===== src/rtl/rf_wb_scheduler_if.sv =====
// Writeback-scheduler bus: two writeback sources, register-file write port,
// issue handshake and hazard-check lookups.
interface rf_wb_scheduler_if #(
  parameter int DATA_WIDTH = 32
) ();
  logic                  req0_valid;
  logic [4:0]            req0_addr;
  logic [DATA_WIDTH-1:0] req0_data;
  logic                  req0_ready;
  logic                  req1_valid;
  logic [4:0]            req1_addr;
  logic [DATA_WIDTH-1:0] req1_data;
  logic                  req1_ready;
  logic                  wr_en;
  logic [4:0]            wr_addr;
  logic [DATA_WIDTH-1:0] wr_data;
  logic                  iss_valid;
  logic [4:0]            iss_addr;
  logic                  iss_ready;
  logic [4:0]            chk_addr1;
  logic [4:0]            chk_addr2;
  logic                  busy1;
  logic                  busy2;

  modport master (
    output req0_valid, req0_addr, req0_data, req1_valid, req1_addr, req1_data,
    output iss_valid, iss_addr, chk_addr1, chk_addr2,
    input  req0_ready, req1_ready, wr_en, wr_addr, wr_data, iss_ready, busy1, busy2
  );

  modport slave (
    input  req0_valid, req0_addr, req0_data, req1_valid, req1_addr, req1_data,
    input  iss_valid, iss_addr, chk_addr1, chk_addr2,
    output req0_ready, req1_ready, wr_en, wr_addr, wr_data, iss_ready, busy1, busy2
  );
endinterface


===== src/rtl/rf_wb_scheduler.sv =====
// Register-file writeback arbiter (2 sources, 1-bit round robin) with a
// pending-write scoreboard used for WAW issue stalls and RAW hazard lookups.
module rf_wb_scheduler #(
  parameter int DATA_WIDTH = 32
) (
  input logic              clk,
  input logic              reset,
  rf_wb_scheduler_if.slave bus
);

  logic                  grant0_s;
  logic                  grant1_s;
  logic                  xfer_s;
  logic [4:0]            xfer_addr_s;
  logic [DATA_WIDTH-1:0] xfer_data_s;
  logic                  iss_ready_s;
  logic                  iss_fire_s;

  logic                  wr_en_d,   wr_en_q;
  logic [4:0]            wr_addr_d, wr_addr_q;
  logic [DATA_WIDTH-1:0] wr_data_d, wr_data_q;
  logic                  last_d,    last_q;
  logic [31:0]           pending_d, pending_q;

  // Arbitration: last_q is the most recently granted source; the other one wins a contest.
  always_comb begin
    grant0_s = 1'b0;
    grant1_s = 1'b0;
    if (reset) begin
      grant0_s = 1'b0;
      grant1_s = 1'b0;
    end else if (bus.req0_valid && bus.req1_valid) begin
      if (last_q) begin
        grant0_s = 1'b1;
      end else begin
        grant1_s = 1'b1;
      end
    end else if (bus.req0_valid) begin
      grant0_s = 1'b1;
    end else if (bus.req1_valid) begin
      grant1_s = 1'b1;
    end else begin
      grant0_s = 1'b0;
      grant1_s = 1'b0;
    end
  end

  // Granted payload mux and issue acceptance.
  always_comb begin
    xfer_s = grant0_s | grant1_s;
    if (grant1_s) begin
      xfer_addr_s = bus.req1_addr;
      xfer_data_s = bus.req1_data;
    end else begin
      xfer_addr_s = bus.req0_addr;
      xfer_data_s = bus.req0_data;
    end
    iss_ready_s = !reset && ((bus.iss_addr == 5'd0) || !pending_q[bus.iss_addr]);
    iss_fire_s  = bus.iss_valid && iss_ready_s && (bus.iss_addr != 5'd0);
  end

  // Next-state: write port capture, pointer update, scoreboard clear then set (set wins).
  always_comb begin
    wr_en_d   = 1'b0;
    wr_addr_d = wr_addr_q;
    wr_data_d = wr_data_q;
    last_d    = last_q;
    pending_d = pending_q;
    if (xfer_s) begin
      wr_en_d   = (xfer_addr_s != 5'd0);
      wr_addr_d = xfer_addr_s;
      wr_data_d = xfer_data_s;
      last_d    = grant1_s;
      pending_d[xfer_addr_s] = 1'b0;
    end else begin
      wr_en_d = 1'b0;
    end
    if (iss_fire_s) begin
      pending_d[bus.iss_addr] = 1'b1;
    end else begin
      pending_d = pending_d;
    end
    pending_d[0] = 1'b0;
  end

  // State registers; reset leaves source 0 as the first contended winner.
  always_ff @(posedge clk) begin
    if (reset) begin
      wr_en_q   <= 1'b0;
      wr_addr_q <= 5'd0;
      wr_data_q <= {DATA_WIDTH{1'b0}};
      last_q    <= 1'b1;
      pending_q <= 32'd0;
    end else begin
      wr_en_q   <= wr_en_d;
      wr_addr_q <= wr_addr_d;
      wr_data_q <= wr_data_d;
      last_q    <= last_d;
      pending_q <= pending_d;
    end
  end

  assign bus.req0_ready = grant0_s;
  assign bus.req1_ready = grant1_s;
  assign bus.iss_ready  = iss_ready_s;
  assign bus.wr_en      = wr_en_q;
  assign bus.wr_addr    = wr_addr_q;
  assign bus.wr_data    = wr_data_q;
  // Hazard lookups see registered scoreboard only.
  assign bus.busy1      = (bus.chk_addr1 != 5'd0) && pending_q[bus.chk_addr1];
  assign bus.busy2      = (bus.chk_addr2 != 5'd0) && pending_q[bus.chk_addr2];

endmodule

===== src/flat_wrapper.sv =====
// flat-port wrapper written by rule: the top's interface ports become plain ports
module rf_wb_scheduler_flat 
#(
  parameter int DATA_WIDTH = 32
)
  (clk, reset, bus_req0_valid, bus_req0_addr, bus_req0_data, bus_req1_valid, bus_req1_addr, bus_req1_data, bus_iss_valid, bus_iss_addr, bus_chk_addr1, bus_chk_addr2, bus_req0_ready, bus_req1_ready, bus_wr_en, bus_wr_addr, bus_wr_data, bus_iss_ready, bus_busy1, bus_busy2);
  rf_wb_scheduler_if #(.DATA_WIDTH(DATA_WIDTH)) bus_i ();
  input logic clk;
  input logic reset;
  input wire logic [$bits(bus_i.req0_valid)-1:0] bus_req0_valid;
  input wire logic [$bits(bus_i.req0_addr)-1:0] bus_req0_addr;
  input wire logic [$bits(bus_i.req0_data)-1:0] bus_req0_data;
  input wire logic [$bits(bus_i.req1_valid)-1:0] bus_req1_valid;
  input wire logic [$bits(bus_i.req1_addr)-1:0] bus_req1_addr;
  input wire logic [$bits(bus_i.req1_data)-1:0] bus_req1_data;
  input wire logic [$bits(bus_i.iss_valid)-1:0] bus_iss_valid;
  input wire logic [$bits(bus_i.iss_addr)-1:0] bus_iss_addr;
  input wire logic [$bits(bus_i.chk_addr1)-1:0] bus_chk_addr1;
  input wire logic [$bits(bus_i.chk_addr2)-1:0] bus_chk_addr2;
  output wire logic [$bits(bus_i.req0_ready)-1:0] bus_req0_ready;
  output wire logic [$bits(bus_i.req1_ready)-1:0] bus_req1_ready;
  output wire logic [$bits(bus_i.wr_en)-1:0] bus_wr_en;
  output wire logic [$bits(bus_i.wr_addr)-1:0] bus_wr_addr;
  output wire logic [$bits(bus_i.wr_data)-1:0] bus_wr_data;
  output wire logic [$bits(bus_i.iss_ready)-1:0] bus_iss_ready;
  output wire logic [$bits(bus_i.busy1)-1:0] bus_busy1;
  output wire logic [$bits(bus_i.busy2)-1:0] bus_busy2;
  assign bus_i.req0_valid = bus_req0_valid;
  assign bus_i.req0_addr = bus_req0_addr;
  assign bus_i.req0_data = bus_req0_data;
  assign bus_i.req1_valid = bus_req1_valid;
  assign bus_i.req1_addr = bus_req1_addr;
  assign bus_i.req1_data = bus_req1_data;
  assign bus_i.iss_valid = bus_iss_valid;
  assign bus_i.iss_addr = bus_iss_addr;
  assign bus_i.chk_addr1 = bus_chk_addr1;
  assign bus_i.chk_addr2 = bus_chk_addr2;
  assign bus_req0_ready = bus_i.req0_ready;
  assign bus_req1_ready = bus_i.req1_ready;
  assign bus_wr_en = bus_i.wr_en;
  assign bus_wr_addr = bus_i.wr_addr;
  assign bus_wr_data = bus_i.wr_data;
  assign bus_iss_ready = bus_i.iss_ready;
  assign bus_busy1 = bus_i.busy1;
  assign bus_busy2 = bus_i.busy2;
  rf_wb_scheduler #(.DATA_WIDTH(DATA_WIDTH)) u_core (.clk(clk), .reset(reset), .bus(bus_i));
endmodule

===== config.mk =====
export PLATFORM = sky130hd
export DESIGN_NAME = rf_wb_scheduler_flat
export DESIGN_NICKNAME = d
export VERILOG_FILES = /design/src/rtl/rf_wb_scheduler_if.sv /design/src/rtl/rf_wb_scheduler.sv /design/src/flat_wrapper.sv
export SDC_FILE = /design/constraint.sdc
export NUM_CORES = 1
export LEC_CHECK = 0
export ABC_AREA = 1
export CAP_MARGIN = 20
export CORE_UTILIZATION = 50
export DETAILED_ROUTE_END_ITERATION = 7
export PLACE_DENSITY = 0.88
export SETUP_SLACK_MARGIN = 0.5
export SLEW_MARGIN = 25
export SYNTH_ARGS = -nofsm -noshare
export SYNTH_HDL_FRONTEND = slang
export SYNTH_SLANG_ARGS = --single-unit

===== constraint.sdc =====
create_clock -name clk -period 2.7 [get_ports clk]
set_input_delay 0.54 -clock clk [delete_from_list [all_inputs] [get_ports clk]]
set_output_delay 0.54 -clock clk [all_outputs]
set_load 0.005 [all_outputs]

==> metrics.cfg <==
[clocking]
cts.clk_slew.worst_paths_ns=0.08
ctsHoldBuffers=0
clkSinkCount=70
clock_latency_ns=0.35
htree_levels=3
root_buffer=clkbuf_8
cts_tree=done
cts_buffer_depth=2
cts_buffers=9

[cells_and_area]
diodes=0
fin_util=0.809
instances_no_fill=914
area_growth_pct=56.0
nets=902
fillCellCount=546
drive_above_1_share=0.182
multi_input_area_mm2=0.00240
seqCellArea_mm2=0.00141

[place]
place_inst=881
io_buffers=136
dpl.hpwl_mm=11.6
gp_congestion=1.01

[floorplanning]
start_util=0.518
core-area_mm2=0.00777
die_y_um=91.7
io_pins=137
fp.dieArea_mm2=0.00841
fp.dieW_um=91.7
rows=32

[drt]
drtPass1Iterations=5
wl_per_cell_um=17.8
viasPerCell=5.88
drc_errors=0
antenna_left=0
finalWirelength_mm=16.3
vias=5371
drt_iter0_drc=483

[sta]
skew_ns=0.00780
rsz0062_at_grt=yes
slew_headroom=0.543
maxSlewViolCount=0
max_freq_mhz=451
hold_viol=0
hold_slack_ns=0.480
setup_viol=0
finalCritPeriodShare=0.821
tightest_slew_ns=0.686
fin_crit_ns=2.22

[setup_path]
cp-end-kind=output port
cp_data_arrival_time_ns=1.68
worst-path-max-fanout=5
crit_path_start_kind=input pin
critical_path_class=in2out
critPathRequiredTime_ns=2.16

[grt]
grt_pass1_vias=5136
antenna_found_initial=0
grtUsageTotal=0.381
grt_pass1_wl_mm=25.3
grt_overflow_total=0
grt_max_degree=66

[logic_synthesis]
ys_ff_latch=70
synthCells=638
synthDistinctLibCells=29
avgSynthCellArea_um2=6.31
syn_nets=732
synth_seq_area_share=0.348
yosys_warnings=0
syn-cell-area_mm2=0.00403

[power_and_ir_drop]
max-vdd-ir-drop_uv=356
leakagePower_nw=2.45
power.density_mw_per_mm2=447

[outcome]
status=finished clean

[job]
max_cap_violations=0

[min_path]
min-delay-path-class=reg2reg

-- Yosys cell counts, drive strengths merged --
| master | count | area (um^2) |
|---|---|---|
| o2111ai | 5 | 43.8 |
| a211oi | 1 | 7.51 |
| o221ai | 1 | 8.76 |
| nand4 | 2 | 12.5 |
| o41ai | 1 | 8.76 |
| o22ai | 2 | 12.5 |
| clkbuf | 23 | 86.3 |
| a31oi | 36 | 225 |
| nor2 | 47 | 184 |
| a21oi | 52 | 260 |
| clkinv | 1 | 3.75 |
| o21a | 1 | 7.51 |
| o21ai | 59 | 295 |
| o211ai | 4 | 30.0 |
| nor3 | 8 | 40.0 |
| nand3 | 60 | 345 |
| inv | 51 | 196 |
| buf | 10 | 87.6 |
| nand2 | 204 | 768 |
| dfxtp | 70 | 1400 |
-- cells by family after synthesis --
| kind of cell | after synthesis | synth area share |
|---|---|---|
| AND/OR/NAND/NOR | 321 | 0.335 |
| flip-flops | 70 | 0.348 |
| buffers and inverters | 85 | 0.0929 |
| AO/OA/AOI/OAI | 162 | 0.224 |
-- power by group --
group / leakage (nW) / internal [mW] / switching (mW) / total [mW]
Combinational: 1.76 / 0.326 / 0.320 / 0.646
Clock: 0.119 / 0.637 / 0.418 / 1.06
Sequential: 0.574 / 1.08 / 0.0279 / 1.10
-- metal layers --
metal  GRT usage  wire (um)  vias up
met2       0.650       7900      336
met3      0.0763       1340       91
met5           0          0        -
met4       0.212        985        0
li1            -          -     2483
met1       0.447       6040     2461
-- registers in the layout, indices dropped and copies added, names as in the netlist --
register / cells
u_core.bus.wr_addr: 5
u_core.bus.wr_data: 32
u_core.bus.wr_en: 1
u_core.last_q: 1
u_core.pending_q: 31
-- what timing repair did --
item,in CTS,in global routing
buffers inserted,6,5
pin swaps,18,18
gates resized for setup,83,50
gates cloned,7,0
endpoints found under the setup margin,32,31
-- path summary, 6_finish.rpt --
path	from	to	slack, ns	cells past startpoint
setup reg to reg	u_core.pending_q[28]$_SDFF_PP0_	u_core.pending_q[8]$_SDFF_PP0_	0.80	14
hold reg to reg	u_core.bus.wr_data[31]$_SDFFE_PP0N_	u_core.bus.wr_data[31]$_SDFFE_PP0N_	0.48	2
hold / removal	u_core.bus.wr_data[31]$_SDFFE_PP0N_	u_core.bus.wr_data[31]$_SDFFE_PP0N_	0.48	2
setup / recovery	bus_iss_addr[1]	bus_iss_ready	0.48	10
-- layout make-up --
type	instances	area share
multi-input combinational	483	0.382
clock inverter	5	0.0169
tap	102	0.0203
inverter	52	0.0343
clock buffer	10	0.0219
timing repair buffer	189	0.295
timing repair inverter	3	0.00478
sequential	70	0.224
-- critical path: stages --
cell	delay, ns
clkdlybuf4s15_1	0.26
buf_4	0.20
nand3_1	0.07
nand3_1	0.07
nand2_1	0.06
nand2_1	0.06
nor2_2	0.12
nand2_2	0.10
nor2_4	0.09
buf_2	0.11
-- layout by cell type (no fill, tap or decap), types with 3 or more instances in the layout --
| cell | instances |
|---|---|
| o21ai_0 | 45 |
| nor2_2 | 4 |
| nor2_1 | 42 |
| buf_6 | 7 |
| nand2_1 | 190 |
| inv_8 | 4 |
| buf_12 | 4 |
| nand3_2 | 11 |
| dlygate4sd2_1 | 6 |
| o21ai_2 | 4 |
| dfxtp_1 | 64 |
| nand2_2 | 14 |
| buf_2 | 6 |
| a21oi_2 | 3 |
| clkdlybuf4s50_1 | 117 |
| inv_1 | 38 |
| a21oi_1 | 49 |
| inv_2 | 10 |
| nand3_1 | 49 |
| buf_4 | 40 |
| dfxtp_2 | 6 |
| o211ai_1 | 4 |
| clkbuf_8 | 10 |
| nor3_4 | 3 |
| nor3_2 | 3 |
| o2111ai_1 | 5 |
| buf_16 | 3 |
| o21ai_1 | 10 |
| bufinv_16 | 3 |
| a31oi_1 | 35 |
-- per-stage QoR --
stage	power (mW)	setup WS [ns]	setup TNS (ns)	area (um^2)
finish	2.81	0.484	0	6280
global route	2.91	0.412	0	6280
CTS	2.77	0.301	0	6150
detailed placement	1.70	-0.247	-0.734	5660
global placement	1.69	-0.257	-0.691	5660
floorplan	1.36	0.597	0	4030
(Power assumes the default switching activity.)
